[config.mk]
export PLATFORM = sky130hd
export DESIGN_NAME = wb_mailbox_slave
export DESIGN_NICKNAME = d
export VERILOG_FILES = /design/src/rtl/wb_mailbox_pkg.sv /design/src/rtl/mbox_fifo.sv /design/src/rtl/wb_mailbox_slave.sv
export SDC_FILE = /design/constraint.sdc
export NUM_CORES = 1
export LEC_CHECK = 0
export CAP_MARGIN = 10
export CELL_PAD_IN_SITES_DETAIL_PLACEMENT = 1
export CELL_PAD_IN_SITES_GLOBAL_PLACEMENT = 1
export CORE_MARGIN = 4
export CORE_UTILIZATION = 54
export DETAILED_ROUTE_END_ITERATION = 12
export PLACE_DENSITY = 0.91
export SYNTH_ARGS = -nofsm -noshare
export SYNTH_HDL_FRONTEND = slang
export SYNTH_SLANG_ARGS = --single-unit
[constraint.sdc]
create_clock -name wb_clk_i -period 16.6 [get_ports wb_clk_i]
set_clock_uncertainty 0.1 [all_clocks]
set_input_delay 3.32 -clock wb_clk_i [delete_from_list [all_inputs] [get_ports wb_clk_i]]
set_output_delay 3.32 -clock wb_clk_i [all_outputs]
set_load 0.1 [all_outputs]
[src/rtl/wb_mailbox_pkg.sv]
// Purpose: shared constants for the Wishbone mailbox (register offsets, STATUS bit positions, default depth).
// Latency: n/a (constants only).
// Backpressure: n/a.
package wb_mailbox_pkg;

    localparam int DEFAULT_DEPTH = 8;

    // Register select, decoded from adr[3:2]
    localparam logic [1:0] REG_DATA    = 2'd0;
    localparam logic [1:0] REG_STATUS  = 2'd1;
    localparam logic [1:0] REG_SCRATCH = 2'd2;

    // STATUS bit positions
    localparam int ST_M2U_EMPTY = 0;
    localparam int ST_M2U_FULL  = 1;
    localparam int ST_U2M_EMPTY = 2;
    localparam int ST_U2M_FULL  = 3;
    localparam int ST_OVF       = 8;
    localparam int ST_UDF       = 9;
    localparam int ST_CNT_LO    = 16;
    localparam int ST_IRQ_EN    = 31;

endpackage

[src/rtl/mbox_fifo.sv]
// Purpose: synchronous word FIFO with occupancy count; head entry shown combinationally on rdata.
// Latency: a push is visible at the head one cycle later; a pop advances the head at the next edge.
// Backpressure: push while full is dropped unless a pop is accepted in the same cycle; pop while empty is ignored.
//
// Ports: clk, rst (sync, active-high); push/wdata write side; pop/rdata read side;
//        full, empty, count reflect registered occupancy.
module mbox_fifo #(
    parameter int WIDTH = 32,
    parameter int DEPTH = 8,
    parameter int CNT_W = $clog2(DEPTH) + 1
) (
    input  logic             clk,
    input  logic             rst,
    input  logic             push,
    input  logic             pop,
    input  logic [WIDTH-1:0] wdata,
    output logic [WIDTH-1:0] rdata,
    output logic             full,
    output logic             empty,
    output logic [CNT_W-1:0] count
);

    localparam int             AW      = $clog2(DEPTH);
    localparam logic [AW-1:0]  PTR_ONE = AW'(1);
    localparam logic [CNT_W-1:0] CNT_ONE = CNT_W'(1);
    localparam logic [CNT_W-1:0] CNT_MAX = CNT_W'(DEPTH);

    logic [WIDTH-1:0] mem_q [DEPTH];
    logic [AW-1:0]    wr_ptr_q, wr_ptr_d;
    logic [AW-1:0]    rd_ptr_q, rd_ptr_d;
    logic [CNT_W-1:0] count_q, count_d;
    logic             push_ok, pop_ok;

    assign full  = (count_q == CNT_MAX);
    assign empty = (count_q == '0);
    assign count = count_q;
    assign rdata = mem_q[rd_ptr_q];

    // A pop on a full FIFO frees the slot that a same-cycle push then fills.
    assign pop_ok  = pop & ~empty;
    assign push_ok = push & (~full | pop_ok);

    always_comb begin
        wr_ptr_d = wr_ptr_q;
        rd_ptr_d = rd_ptr_q;
        count_d  = count_q;
        if (push_ok) begin
            wr_ptr_d = wr_ptr_q + PTR_ONE;
        end
        if (pop_ok) begin
            rd_ptr_d = rd_ptr_q + PTR_ONE;
        end
        if (push_ok && !pop_ok) begin
            count_d = count_q + CNT_ONE;
        end else if (!push_ok && pop_ok) begin
            count_d = count_q - CNT_ONE;
        end
    end

    always_ff @(posedge clk) begin
        if (rst) begin
            wr_ptr_q <= '0;
            rd_ptr_q <= '0;
            count_q  <= '0;
        end else begin
            wr_ptr_q <= wr_ptr_d;
            rd_ptr_q <= rd_ptr_d;
            count_q  <= count_d;
        end
    end

    // Storage needs no reset: entries are only observable while count says so.
    always_ff @(posedge clk) begin
        if (push_ok) begin
            mem_q[wr_ptr_q] <= wdata;
        end
    end

endmodule

[src/rtl/wb_mailbox_slave.sv]
// Purpose: Wishbone classic slave exposing an M2U/U2M word mailbox, STATUS/control and SCRATCH registers.
// Latency: one access sampled per ack; ack and read data registered one cycle after the strobe is sampled.
// Backpressure: bus never stalls (full/empty set sticky ovf/udf); user side uses valid/ready.
//
// Ports: wb_clk_i/wb_rst_i (sync, active-high); wbs_* Wishbone slave; m2u_* stream to the user;
//        u2m_* stream from the user; irq_o registered level interrupt.
module wb_mailbox_slave
    import wb_mailbox_pkg::*;
#(
    parameter logic [31:0] BASE_ADDR = 32'h3000_0000,
    parameter int          DEPTH     = DEFAULT_DEPTH,
    parameter int          CNT_W     = $clog2(DEPTH) + 1
) (
    input  logic        wb_clk_i,
    input  logic        wb_rst_i,
    input  logic        wbs_cyc_i,
    input  logic        wbs_stb_i,
    input  logic        wbs_we_i,
    input  logic [3:0]  wbs_sel_i,
    input  logic [31:0] wbs_adr_i,
    input  logic [31:0] wbs_dat_i,
    output logic        wbs_ack_o,
    output logic [31:0] wbs_dat_o,
    output logic [31:0] m2u_data_o,
    output logic        m2u_valid_o,
    input  logic        m2u_ready_i,
    input  logic [31:0] u2m_data_i,
    input  logic        u2m_valid_i,
    output logic        u2m_ready_o,
    output logic        irq_o
);

    logic             ack_q, ack_d;
    logic [31:0]      rdata_q, rdata_d;
    logic             ovf_q, ovf_d;
    logic             udf_q, udf_d;
    logic             irq_en_q, irq_en_d;
    logic             irq_q, irq_d;
    logic [31:0]      scratch_q, scratch_d;

    logic             req, hit, bus_wr, bus_rd;
    logic [1:0]       reg_sel;
    logic             m2u_push, m2u_full, m2u_empty;
    logic             u2m_pop, u2m_full, u2m_empty;
    logic [31:0]      u2m_head;
    logic [CNT_W-1:0] m2u_count, u2m_count;
    logic [7:0]       u2m_cnt8;
    logic [31:0]      status_word, rd_mux;
    logic             unused_ok;

    // Gating on the pending ack stops a held strobe from being sampled twice.
    assign req     = wbs_cyc_i & wbs_stb_i & ~ack_q;
    assign hit     = (wbs_adr_i[31:4] == BASE_ADDR[31:4]);
    assign reg_sel = wbs_adr_i[3:2];
    assign bus_wr  = req & hit & wbs_we_i;
    assign bus_rd  = req & hit & ~wbs_we_i;

    assign m2u_push = bus_wr & (reg_sel == REG_DATA);
    assign u2m_pop  = bus_rd & (reg_sel == REG_DATA);

    mbox_fifo #(.WIDTH(32), .DEPTH(DEPTH), .CNT_W(CNT_W)) u_m2u_fifo (
        .clk   (wb_clk_i),
        .rst   (wb_rst_i),
        .push  (m2u_push),
        .pop   (m2u_ready_i),
        .wdata (wbs_dat_i),
        .rdata (m2u_data_o),
        .full  (m2u_full),
        .empty (m2u_empty),
        .count (m2u_count)
    );

    // The user push goes straight in: the FIFO accepts it while full only if the bus pops that cycle.
    mbox_fifo #(.WIDTH(32), .DEPTH(DEPTH), .CNT_W(CNT_W)) u_u2m_fifo (
        .clk   (wb_clk_i),
        .rst   (wb_rst_i),
        .push  (u2m_valid_i),
        .pop   (u2m_pop),
        .wdata (u2m_data_i),
        .rdata (u2m_head),
        .full  (u2m_full),
        .empty (u2m_empty),
        .count (u2m_count)
    );

    assign m2u_valid_o = ~m2u_empty;
    assign u2m_ready_o = ~u2m_full;

    generate
        if (CNT_W >= 8) begin : g_cnt_trunc
            assign u2m_cnt8 = u2m_count[7:0];
        end else begin : g_cnt_ext
            assign u2m_cnt8 = {{(8 - CNT_W){1'b0}}, u2m_count};
        end
    endgenerate

    always_comb begin
        status_word                            = '0;
        status_word[ST_M2U_EMPTY]              = m2u_empty;
        status_word[ST_M2U_FULL]               = m2u_full;
        status_word[ST_U2M_EMPTY]              = u2m_empty;
        status_word[ST_U2M_FULL]               = u2m_full;
        status_word[ST_OVF]                    = ovf_q;
        status_word[ST_UDF]                    = udf_q;
        status_word[ST_CNT_LO +: 8]            = u2m_cnt8;
        status_word[ST_IRQ_EN]                 = irq_en_q;
    end

    always_comb begin
        rd_mux = '0;
        case (reg_sel)
            REG_DATA:    rd_mux = u2m_empty ? 32'h0 : u2m_head;
            REG_STATUS:  rd_mux = status_word;
            REG_SCRATCH: rd_mux = scratch_q;
            default:     rd_mux = '0;
        endcase
    end

    always_comb begin
        ack_d     = req;
        rdata_d   = rdata_q;
        ovf_d     = ovf_q;
        udf_d     = udf_q;
        irq_en_d  = irq_en_q;
        scratch_d = scratch_q;
        irq_d     = irq_en_q & (~u2m_empty | ovf_q | udf_q);

        // A full M2U with a same-cycle user pop still accepts the push.
        if (m2u_push && m2u_full && !m2u_ready_i) begin
            ovf_d = 1'b1;
        end
        if (u2m_pop && u2m_empty) begin
            udf_d = 1'b1;
        end

        if (bus_wr && reg_sel == REG_STATUS) begin
            if (wbs_dat_i[ST_OVF]) begin
                ovf_d = 1'b0;
            end
            if (wbs_dat_i[ST_UDF]) begin
                udf_d = 1'b0;
            end
            irq_en_d = wbs_dat_i[ST_IRQ_EN];
        end

        if (bus_wr && reg_sel == REG_SCRATCH) begin
            for (int b = 0; b < 4; b++) begin
                if (wbs_sel_i[b]) begin
                    scratch_d[8*b +: 8] = wbs_dat_i[8*b +: 8];
                end
            end
        end

        // Any read (hit or miss) refreshes the data register; writes leave it untouched.
        if (req && !wbs_we_i) begin
            rdata_d = bus_rd ? rd_mux : 32'h0;
        end
    end

    always_ff @(posedge wb_clk_i) begin
        if (wb_rst_i) begin
            ack_q     <= 1'b0;
            rdata_q   <= '0;
            ovf_q     <= 1'b0;
            udf_q     <= 1'b0;
            irq_en_q  <= 1'b0;
            irq_q     <= 1'b0;
            scratch_q <= '0;
        end else begin
            ack_q     <= ack_d;
            rdata_q   <= rdata_d;
            ovf_q     <= ovf_d;
            udf_q     <= udf_d;
            irq_en_q  <= irq_en_d;
            irq_q     <= irq_d;
            scratch_q <= scratch_d;
        end
    end

    assign wbs_ack_o = ack_q;
    assign wbs_dat_o = rdata_q;
    assign irq_o     = irq_q;

    assign unused_ok = ^{wbs_adr_i[1:0], m2u_count};

endmodule

Word-level counts from Yosys, hierarchy flattened
Memories as Yosys holds them, arrays and structs flattened. A register that Yosys moved wholly into a read port is not among the register bits.
Index checks and enable logic that the tools add are counted.
{"block": "classes", "n_eq_ne": 5, "add_sub_neg": 8, "n_reduce_logical": 25, "n_bitwise": 22, "muxes": 21}
{"operator": "$pmux W32 S3", "n": 1}
{"operator": "$mux W32", "n": 2}
{"operator": "$eq A28 B26 Y1 const B", "n": 1}
{"operator": "$mux W4", "n": 4}
{"operator": "$add A3 B1 Y3 const B", "n": 4}
{"operator": "$and A1 B1 Y1", "n": 12}
{"operator": "$mux W3", "n": 4}
{"operator": "$logic_and A1 B1 Y1", "n": 10}
{"operator": "$mux W1", "n": 10}
{"operator": "$add A4 B1 Y4 const B", "n": 2}
{"operator": "$eq A4 B4 Y1 const B", "n": 2}
{"operator": "$logic_not A4 Y1", "n": 2}
{"operator": "$reduce_and A2 Y1", "n": 4}
{"operator": "$sub A4 B1 Y4 const B", "n": 2}
{"operator": "$logic_not A1 Y1", "n": 6}
{"operator": "$not A1 Y1", "n": 6}
{"operator": "$or A1 B1 Y1", "n": 4}
{"operator": "$reduce_bool A2 Y1", "n": 2}
{"operator": "$eq A2 B1 Y1 const B", "n": 1}
{"operator": "$eq A2 B2 Y1 const B", "n": 1}
{"operator": "$logic_not A2 Y1", "n": 1}
{"block": "totals", "word_cells": 99, "n_memories": 2, "input_bits": 107, "ram_bits": 512, "out_inout_bits": 68, "register_bits": 89}
{"memory": "u_m2u_fifo.mem_q", "depth": 8, "width": 32, "read_ports": 1, "rd_clocked_by_memory_dff": 1, "wr": 1, "line": "mbox_fifo.sv:28", "source": "logic [WIDTH-1:0] mem_q [DEPTH];"}
{"memory": "u_u2m_fifo.mem_q", "depth": 8, "width": 32, "read_ports": 1, "rd_clocked_by_memory_dff": 1, "wr": 1, "line": "mbox_fifo.sv:28"}

Logic depth before layout (Yosys ltp)
Gate-level depths: netlist of the first run.
{"block": "logic_depth", "ltp_word": 12, "ltp_mapped": 14, "mapped_depth_nobuf": 13}

Modules after synthesis
A second synthesis of the first run with hierarchy kept.
{"block": "hier_totals", "cells_unflattened": 1230, "area_unflattened_um2": 23739.0}
{"mod": "mbox_fifo", "instances": 2, "seq_area_each_um2": 7947.6, "area_per_inst_um2": 10279.9, "cells_each": 443}
{"mod": "wb_mailbox_slave", "instances": 1, "seq_area_each_um2": 1381.3, "area_per_inst_um2": 3179.3, "cells_each": 344}

Worst setup path after synthesis of the first run
OpenSTA, ideal clock, no wires.
{"block": "synth_timing", "path_type": "input -> register", "startpoint": "input port wbs_adr_i[13]", "endpoint": "memory u_u2m_fifo.mem_q[0][0], enable pin", "setup_time_ps": 501, "stages": 5, "n_path_buf": 0, "required_time_ps": 15999, "setup_slack_ps": 8459, "arrival_time_ps": 7539, "path_cell_list": "nor4_2 > nand4_4 > nor4_4 > o21ai_2 > nor4_1"}
{"block": "synth_between", "elab_chain_cells": 9}
{"element": "start, declared", "line": "wb_mailbox_slave.sv:20", "source": "input logic [31:0] wbs_adr_i,"}
{"element": "$eq A28 B26 Y1", "line": "wb_mailbox_slave.sv:53", "source": "assign hit = (wbs_adr_i[31:4] == BASE_ADDR[31:4]);"}
{"element": "$and A1 B1 Y1 (2 in series)", "line": "wb_mailbox_slave.sv:56", "source": "assign bus_rd = req & hit & ~wbs_we_i;"}
{"element": "$and A1 B1 Y1", "line": "wb_mailbox_slave.sv:59", "source": "assign u2m_pop = bus_rd & (reg_sel == REG_DATA);"}
{"element": "$and A1 B1 Y1", "line": "mbox_fifo.sv:40", "source": "assign pop_ok = pop & ~empty;"}
{"element": "$or A1 B1 Y1", "line": "mbox_fifo.sv:41", "source": "assign push_ok = push & (~full | pop_ok);"}
{"element": "$and A1 B1 Y1", "line": "mbox_fifo.sv:41"}
{"element": "$mux W1", "line": "mbox_fifo.sv:74", "source": "if (push_ok) begin"}
{"element": "$mux W1 (not written as such)", "line": "mbox_fifo.sv:75", "source": "mem_q[wr_ptr_q] <= wdata;"}
{"element": "end, declared", "line": "mbox_fifo.sv:28"}
No other way between the ends.

==> flow_summary_export.csv, run 1 <==
group,metric,value,unit
outcome,status,"finished, final reports clean",
place,io_buffer_count,172,
worst_setup_path,crit_fanout,36,
grt,globalRouteOverflowTotal,0,
yosys,async_flop_share,0,%
worst_hold_path,hold_start,"wbs_dat_o[26]$_SDFFE_PP0P_",
timing,drv_slew,0,
worst_setup_path,r2r_setup_slack,12.12,ns
timing,max_freq,134,MHz
grt,antenna_found_initial,8,
yosys,syn_inst,1213,
routing,vias,12900,
yosys,syn_avg_cell_area,19.2,um2
die,core,42300,um2
die,die_w,216,um
grt,grt_pass1_vias,14000,
layout,drive_gt1_share,22.0,%
worst_setup_path,slowest_stage,"clkdlybuf4s50_1",
clock_network,cts_tree,"done",
yosys,synth_xor_area_share,0.338,%
clock_network,h-tree-depth,2,
yosys,synth_simple_gate_area_share,4.51,%
layout,final_area,27700,um2
timing,setup_slack,9.13,ns
grt,grt_max_degree,65,
grt,grt_pass1_wl,97000,um
pwr,vdd_drop_max,84.7,uV
routing,drc,0,
yosys,syn-cell-area,23300,um2
grt,gr-usage-all-layers,28.2,%
place,pre_cts_slack,9.53,ns
yosys,yosysWarnings,0,
clock_network,post_cts_resized,0,
clock_network,post_cts_buffers,0,
worst_setup_path,endpoint_kind,"primary output",
worst_setup_path,startpoint_type,"flop",
yosys,seq_area_frac_synth,74.0,%
die,num_rows,75,
worst_setup_path,crit_path_cell_trace,"buf_4 -> mux4_2 -> mux2_2 -> clkdlybuf4s50_1",
yosys,yosysUniqueCellTypes,46,
yosys,synth_edf_count,512,
worst_setup_path,critPathKind,"flop to primary output",
clock_network,clock_latency,0.62,ns
timing,fin_crit,7.47,ns
layout,fin_util,65.5,%
worst_hold_path,hold_end,"wbs_dat_o[26]$_SDFFE_PP0P_",
routing,first_iter_violations,1460,
yosys,synth_top_family_by_area,"multiplexers",
layout,num-nets-final,1533,
timing,relSlewSlack,26.2,%
worst_setup_path,critPathMaxStageDelay,1.00,ns
layout,fillers,3476,
routing,wl_per_cell,31.9,um
place,place_hpwl,36400,um
clock_network,cts.sinks,607,
worst_setup_path,worstPathRequired,13.18,ns
timing,fin_setup_tns,0,ns
layout,final_cell_mix,"edfxtp_1, clkdlybuf4s50_1, mux4_2",
routing,first_pass_iters,5,
die,ios,175,
clock_network,clk_pin_slew,0.06,ns
yosys,synth_compound_area_share,2.23,%
die,die_area,46600,um2
worst_setup_path,worstPathArrival,4.05,ns
timing,finalCritPeriodShare,45.0,%
yosys,synth_fa_ha_area_share,0.708,%
routing,wl,65200,um
clock_network,numCtsBuffers,58,
yosys,syn_nets,1332,
clock_network,cts_root_buffer,"clkbuf_16",
worst_setup_path,rr_startpoint,"u_u2m_fifo.count[0]$_SDFFE_PP0P_",
pwr,total_leakage_power,8.68,nW
flow_run,maxCapViolCount,0,
pwr,p_per_area,122,nW/um2
timing,grt_setup_unrepaired,"false",
timing,final_hold_viol_count,0,
die,die_h,216,um
worst_setup_path,reg2reg_to,"u_u2m_fifo.count[3]$_SDFFE_PP0P_",
clock_network,hold_buffers,0,
worst_hold_path,hp-class,"flop to flop",
place,place_area,25800,um2
timing,setup_violations,0,
layout,final_common_cell,"edfxtp_1",
layout,syn2layout_area_growth,18.7,%
routing,drtAntennaViolNets,0,
timing,worstMarginPinSlew,1.10,ns
yosys,ys_ff_latch,607,
worst_setup_path,reg2reg_depth,14,
clock_network,clockBufferDepth,3,
place,gp_congestion,0.822,
yosys,synth_flop_cell,"edfxtp_1",
routing,avgViaCountPerCell,6.30,
worst_hold_path,worstHoldPathCells,2,
yosys,synth_mux_area_share,17.0,%
die,start_util,55.1,%
-- layer usage --
metal	vias to the layer above	part of all wire [%]	GRT usage (%)
li1	5252	-	-
met1	6692	37	36.1
met2	743	51	47.9
met5	-	0.17	0
met4	14	3.2	8.93
met3	154	8.2	7.20
-- where the power goes --
group	internal (mW)	switching (mW)
combinational	0.117	0.213
sequential	1.69	0.0254
clock	0.757	0.574
-- layout make-up --
cell class                      instances  area (um2)  share of cell area [%]
Antenna cell                            1        2.50                 0.00903
Clock buffer                           83        1660                    5.99
Sequential cell                       607       17300                    62.4
Tap cell                              577         722                    2.61
Timing Repair Buffer                  200        1930                    6.95
Inverter                                8        30.0                   0.108
Multi-Input combinational cell        539        5850                    21.1
Clock inverter                         26         229                   0.826
-- flip-flops by register name (all words and copies together) (netlist names), named ones only --
signal	flops
u_m2u_fifo.count	4
ovf_q	1
udf_q	1
u_u2m_fifo.wr_ptr_q	3
u_m2u_fifo.mem_q	256
u_u2m_fifo.mem_q	256
u_m2u_fifo.wr_ptr_q	3
u_u2m_fifo.count	4
u_m2u_fifo.rd_ptr_q	3
irq_en_q	1
u_u2m_fifo.rd_ptr_q	3
wbs_dat_o	32
irq_o	1
wbs_ack_o	1
scratch_q	32
-- stage by stage --
| stage | instances | total power [mW] | hold WS, ns |
|---|---|---|---|
| floorplan | 1213 | 1.94 | 0.354 |
| detailed placement | 1931 | 2.06 | 0.351 |
| global route | 2040 | 3.48 | 0.404 |
| global placement | 1931 | 2.03 | 0.339 |
| finish | 2041 | 3.37 | 0.381 |
| CTS | 2040 | 3.38 | 0.379 |
-- worst max-delay path by stage --
stage                        startpoint                                 to  slack [ns]  cells after the start
after CTS                          flop                     m2u_data_o[26]        9.02                      4
after global routing               flop                     m2u_data_o[26]        8.91                      4
final                              flop                     m2u_data_o[26]        9.13                      4
after global placement    wbs_adr_i[14]  u_u2m_fifo.mem_q[0][25]$_DFFE_PP_        9.60                      7
after detailed placement  wbs_adr_i[14]   u_u2m_fifo.count[3]$_SDFFE_PP0P_        9.53                     14
after floorplan           wbs_adr_i[13]   u_u2m_fifo.mem_q[0][0]$_DFFE_PP_        8.46                      5
-- worst max-delay path: cells and delay by family, from the launching register on --
family / cells / cell delay [ns]
buffers and inverters: 2 / 1.69
multiplexers: 2 / 0.95
flip-flops: 1 / 0.74
-- synth_stat cells (all sizes together), types with 2 or more instances --
cell type / number / area, um2
a31oi: 2 / 12.5
o21ai: 37 / 189
or4: 3 / 30.0
dfxtp: 95 / 1900
o211ai: 2 / 15.0
mux4: 128 / 2880
inv: 8 / 30.0
xnor2: 5 / 43.8
buf: 28 / 129
a221oi: 9 / 78.8
ha: 10 / 125
xor2: 4 / 35.0
mux2i: 69 / 691
nor3: 12 / 105
or3: 4 / 25.0
a21oi: 31 / 155
edfxtp: 512 / 15400
nand2: 45 / 169
mux2: 35 / 394
clkbuf: 31 / 116
nand3: 7 / 35.0
nor4: 11 / 163
nor2b: 5 / 31.3
o221a: 2 / 22.5
nor2: 95 / 357
a21o: 3 / 22.5
nand2b: 8 / 50.1
fa: 2 / 40.0
-- kinds of logic after synthesis --
logic type      count (synthesis)
compound gates                 89
mux                           232
xor+xnor                        9
flops                         607
fa+ha+maj                      12
buf+inv                        67
simple gates                  197
(Power assumes the default switching activity.)
==> run 2, diff against run 1 <==
CORE_UTILIZATION = 46   (was 54)
PLACE_DENSITY = 0.83   (was 0.91)
clock period = 6.11 ns   (was 16.6 ns; I/O delays follow)
==> flow_summary_export.csv, run 2 (synthesis gave the netlist of run 1 again) <==
group,metric,value,unit
timing,finalCritPeriodShare,82.3,%
clock_network,cts_root_buffer,"clkbuf_16",
place,io_buffer_count,172,
grt,antenna_found_initial,8,
die,die_area,54400,um2
routing,wl_per_cell,26.2,um
die,core,50200,um2
place,place_area,26000,um2
worst_setup_path,crit_fanout,36,
timing,final_hold_viol_count,0,
layout,final_area,27800,um2
pwr,power,8.99,mW
place,place_hpwl,34200,um
routing,wl,56000,um
timing,worstMarginPinSlew,1.07,ns
layout,finalNonFillerCells,2135,
die,die_w,233,um
routing,vias,12100,
clock_network,post_cts_buffers,0,
timing,relSlewSlack,28.6,%
clock_network,numCtsBuffers,56,
timing,max_freq,199,MHz
routing,drc,0,
layout,fin_util,55.4,%
layout,final_common_cell,"edfxtp_1",
clock_network,cts.sinks,607,
worst_setup_path,critPathKind,"flop to primary output",
clock_network,hold_buffers,0,
timing,fin_setup_tns,0,ns
timing,whs,0.349,ns
pwr,total_leakage_power,8.67,nW
timing,setup_violations,0,
timing,drv_slew,0,
outcome,status,"finished, final reports clean",
layout,top_regs,"u_m2u_fifo.mem_q (256), u_u2m_fifo.mem_q (256)",
worst_setup_path,endpoint_kind,"primary output",
layout,fillers,4403,
pwr,p_per_area,323,nW/um2
layout,final_cell_mix,"edfxtp_1, clkdlybuf4s50_1, mux4_2",
grt,grt_pass1_wl,84700,um
place,gp_congestion,0.764,
worst_setup_path,r2r_setup_slack,2.05,ns
layout,num-nets-final,1532,
clock_network,clock_latency,0.63,ns
timing,setup_slack,1.08,ns
clock_network,h-tree-depth,2,
place,pre_cts_slack,1.23,ns
pwr,vdd_drop_max,243,uV
routing,drtAntennaViolNets,0,
worst_hold_path,hp-class,"flop to flop",
layout,seq_area,17300,um2
timing,fin_crit,5.03,ns
die,ios,175,
clock_network,clk_pin_slew,0.06,ns
flow_run,maxCapViolCount,0,
clock_network,clockBufferDepth,3,
grt,grt_pass1_vias,13200,
die,start_util,46.5,%
worst_setup_path,worstPathRequired,4.79,ns
layout,syn2layout_area_growth,19.2,%
routing,first_iter_violations,1050,
layout,drive_gt1_share,22.1,%
worst_setup_path,worstPathArrival,3.70,ns
clock_network,post_cts_resized,0,
clock_network,cts_tree,"done",
die,num_rows,82,
timing,grt_setup_unrepaired,"false",
worst_setup_path,startpoint_type,"flop",
place,dp_cells,2027,
grt,globalRouteOverflowTotal,0,
routing,first_pass_iters,5,
grt,gr-usage-all-layers,20.9,%
grt,grt_max_degree,63,
die,die_h,233,um
routing,avgViaCountPerCell,5.68,
layout,multiInputGateArea,5850,um2
[run 2: final cells by class]
type,count,share of cell area (%)
Clock buffer,69,5.40
Sequential cell,607,62.2
Timing Repair Buffer,201,7.00
Tap cell,672,3.02
Clock inverter,35,1.23
Inverter,8,0.108
Multi-Input combinational cell,539,21.0
Antenna cell,4,0.0360
[run 2: per-layer routing]
| metal | global-route usage [%] | vias up | wire, um |
|---|---|---|---|
| met4 | 4.95 | 8 | 1050 |
| met3 | 4.23 | 80 | 3380 |
| li1 | - | 5262 | - |
| met2 | 36.6 | 402 | 29200 |
| met5 | 0 | - | 40 |
| met1 | 27.0 | 6379 | 22400 |
[run 2: worst max-delay path, cell delays in order (launching register included)]
cell	delay, ns
dfxtp_4	0.83
buf_12	0.34
mux4_2	0.54
mux2_2	0.33
clkdlybuf4s50_1	1.00
[run 2: final timing paths]
path / from / to / depth (start not counted)
setup reg to reg: u_u2m_fifo.count[0]$_SDFFE_PP0P_ / u_u2m_fifo.count[3]$_SDFFE_PP0P_ / 14
hold reg to reg: wbs_dat_o[1]$_SDFFE_PP0P_ / wbs_dat_o[1]$_SDFFE_PP0P_ / 2
setup / recovery: flop / m2u_data_o[31] / 4
hold / removal: wbs_dat_o[1]$_SDFFE_PP0P_ / wbs_dat_o[1]$_SDFFE_PP0P_ / 2
[run 2: power breakdown]
group,internal [mW],total (mW),switching (mW)
registers,4.58,4.65,0.0676
clock network,2.00,3.51,1.51
logic,0.318,0.831,0.513
total,6.90,8.99,2.09
==> run 3, diff against run 2 <==
CORE_UTILIZATION = 51   (was 46)
PLACE_DENSITY = 0.87   (was 0.83)
clock period = 4.8 ns   (was 6.11 ns; I/O delays follow)
==> flow_summary_export.csv, run 3 (synthesis gave the netlist of run 1 again) <==
group,metric,value,unit
outcome,status,"finished, final reports clean",
grt,grt_use_met2,41.6,%
pwr,p_per_area,419,nW/um2
clock_network,numCtsBuffers,58,
layout,syn2layout_area_growth,18.9,%
worst_setup_path,rr_startpoint,"u_u2m_fifo.count[1]$_SDFFE_PP0P_",
clock_network,cts_tree,"done",
routing,drtAntennaViolNets,0,
pwr,power_frac_clock,39.8,%
place,dp_cells,1957,
timing,whs,0.357,ns
worst_setup_path,worstPathRequired,3.74,ns
timing,grt_setup_unrepaired,"false",
grt,grt_pass1_wl,89000,um
die,start_util,51.5,%
timing,max_freq,243,MHz
pwr,power_switching,2.73,mW
worst_setup_path,cp_num_buf_inv,2,
die,die_area,49200,um2
grt,globalRouteOverflowTotal,0,
routing,first_pass_iters,5,
pwr,total_leakage_power,8.73,nW
routing,drc,0,
timing,setup_violations,0,
clock_network,clk_pin_slew,0.06,ns
grt,gr-usage-all-layers,24.0,%
routing,vias,12500,
die,die_h,222,um
die,ios,175,
layout,final_common_cell,"edfxtp_1",
routing,first_iter_violations,1302,
routing,avgViaCountPerCell,6.02,
die,core,45300,um2
worst_setup_path,crit_path_cell_trace,"buf_4 -> mux4_2 -> mux2_2 -> buf_4",
timing,worstMarginPinSlew,1.09,ns
clock_network,post_cts_resized,0,
grt,grtUsageMet3,5.73,%
clock_network,clock_latency,0.62,ns
worst_hold_path,hp-class,"flop to flop",
timing,finalCritPeriodShare,85.8,%
worst_setup_path,cp.depth,4,
layout,num-nets-final,1536,
die,num_rows,78,
worst_setup_path,endpoint_kind,"primary output",
place,gp_congestion,0.765,
layout,seq_area,17300,um2
worst_setup_path,critPathMaxStageDelay,0.79,ns
timing,fin_crit,4.12,ns
timing,drv_slew,0,
layout,final_cell_mix,"edfxtp_1, clkdlybuf4s50_1, mux4_2",
clock_network,post_cts_buffers,0,
worst_setup_path,r2r_setup_slack,1.01,ns
worst_setup_path,crit_fanout,35,
worst_setup_path,critPathKind,"flop to primary output",
worst_setup_path,startpoint_type,"flop",
clock_network,hold_buffers,0,
clock_network,h-tree-depth,2,
layout,top_regs,"u_m2u_fifo.mem_q (256), u_u2m_fifo.mem_q (256)",
worst_setup_path,reg2reg_to,"u_u2m_fifo.count[3]$_SDFFE_PP0P_",
pwr,pwr-share-comb,9.3,%
clock_network,clockBufferDepth,3,
layout,drive_gt1_share,24.4,%
worst_setup_path,reg2reg_depth,13,
clock_network,cts_root_buffer,"clkbuf_16",
worst_setup_path,crit_family,"multiplexers",
pwr,seq_power_share,50.9,%
layout,fin_util,61.3,%
clock_network,cts.sinks,607,
pwr,netSwitchingFraction,23.5,%
worst_setup_path,worstPathArrival,3.06,ns
layout,fillers,3883,
grt,grt.busiest_layer,"met2",
layout,finalNonFillerCells,2070,
timing,final_hold_viol_count,0,
grt,antenna_found_initial,9,
worst_setup_path,slowest_stage,"dfxtp_4",
grt,grt_max_degree,65,
routing,wl_per_cell,28.7,um
grt,grt_pass1_vias,13600,
place,io_buffer_count,172,
pwr,power,11.6,mW
worst_setup_path,crit_top_cell,"buf_4",
routing,wl,59300,um
place,place_hpwl,35100,um
layout,multiInputGateArea,5880,um2
die,die_w,222,um
worst_setup_path,crit_path_end,"m2u_data_o[19]",
grt,grtUsageMet1,30.3,%
pwr,power.internal,8.91,mW
timing,relSlewSlack,27.0,%
pwr,vdd_drop_max,360,uV
flow_run,maxCapViolCount,0,
[run 3: worst min path at each step]
stage                                                   start                         end  slack [ns]  depth (start not counted)
after global placement              wbs_dat_o[6]$_SDFFE_PP0P_   wbs_dat_o[6]$_SDFFE_PP0P_        0.34                          2
final                               wbs_dat_o[1]$_SDFFE_PP0P_   wbs_dat_o[1]$_SDFFE_PP0P_        0.36                          2
after detailed placement            wbs_dat_o[5]$_SDFFE_PP0P_   wbs_dat_o[5]$_SDFFE_PP0P_        0.35                          2
after floorplan           u_m2u_fifo.rd_ptr_q[1]$_SDFFE_PP0P_                        flop        0.35                          2
after global routing               wbs_dat_o[16]$_SDFFE_PP0P_  wbs_dat_o[16]$_SDFFE_PP0P_        0.40                          2
after CTS                           wbs_dat_o[3]$_SDFFE_PP0P_   wbs_dat_o[3]$_SDFFE_PP0P_        0.36                          2
[run 3: through the flow]
stage	setup TNS (ns)	setup slack, ns	cell area, um2
2_1_floorplan	-13.21	-0.138	23400
3_3_place_gp	0	0.458	25800
3_5_place_dp	0	0.243	25800
4_1_cts	0	0.651	27700
5_1_grt	0	0.509	27800
6_report	0	0.683	27800
[run 3: cell type report]
class                      instances  area share (%)
sequential                       607            62.3
tap                              600            2.70
clock inverter                    35            1.28
timing repair buffer             203            6.78
antenna                            5          0.0451
clock buffer                      73            5.62
inverter                           8           0.108
multi-input combinational        539            21.2
[run 3: tightest hold or removal path, stage by stage, from the launching register on]
cell and delay, ns:
dfxtp_1 0.31, nand2_1 0.05, o21ai_1 0.05
[run 3: per-layer routing]
layer  share of wire, %  vias to the layer above
met4                2.9                        6
met1                 38                     6566
met5              0.066                        -
li1                   -                     5263
met3                7.2                      112
met2                 52                      507
[run 3: power by group through the flow]
| stage | clock network [mW] | registers, mW | logic (mW) |
|---|---|---|---|
| floorplan | 0 | 5.98 | 0.717 |
| detailed placement | 0 | 6.03 | 1.06 |
| global route | 4.94 | 5.94 | 1.14 |
| finish | 4.63 | 5.92 | 1.08 |
| CTS | 4.71 | 5.93 | 1.09 |
| global placement | 0 | 6.02 | 1.02 |
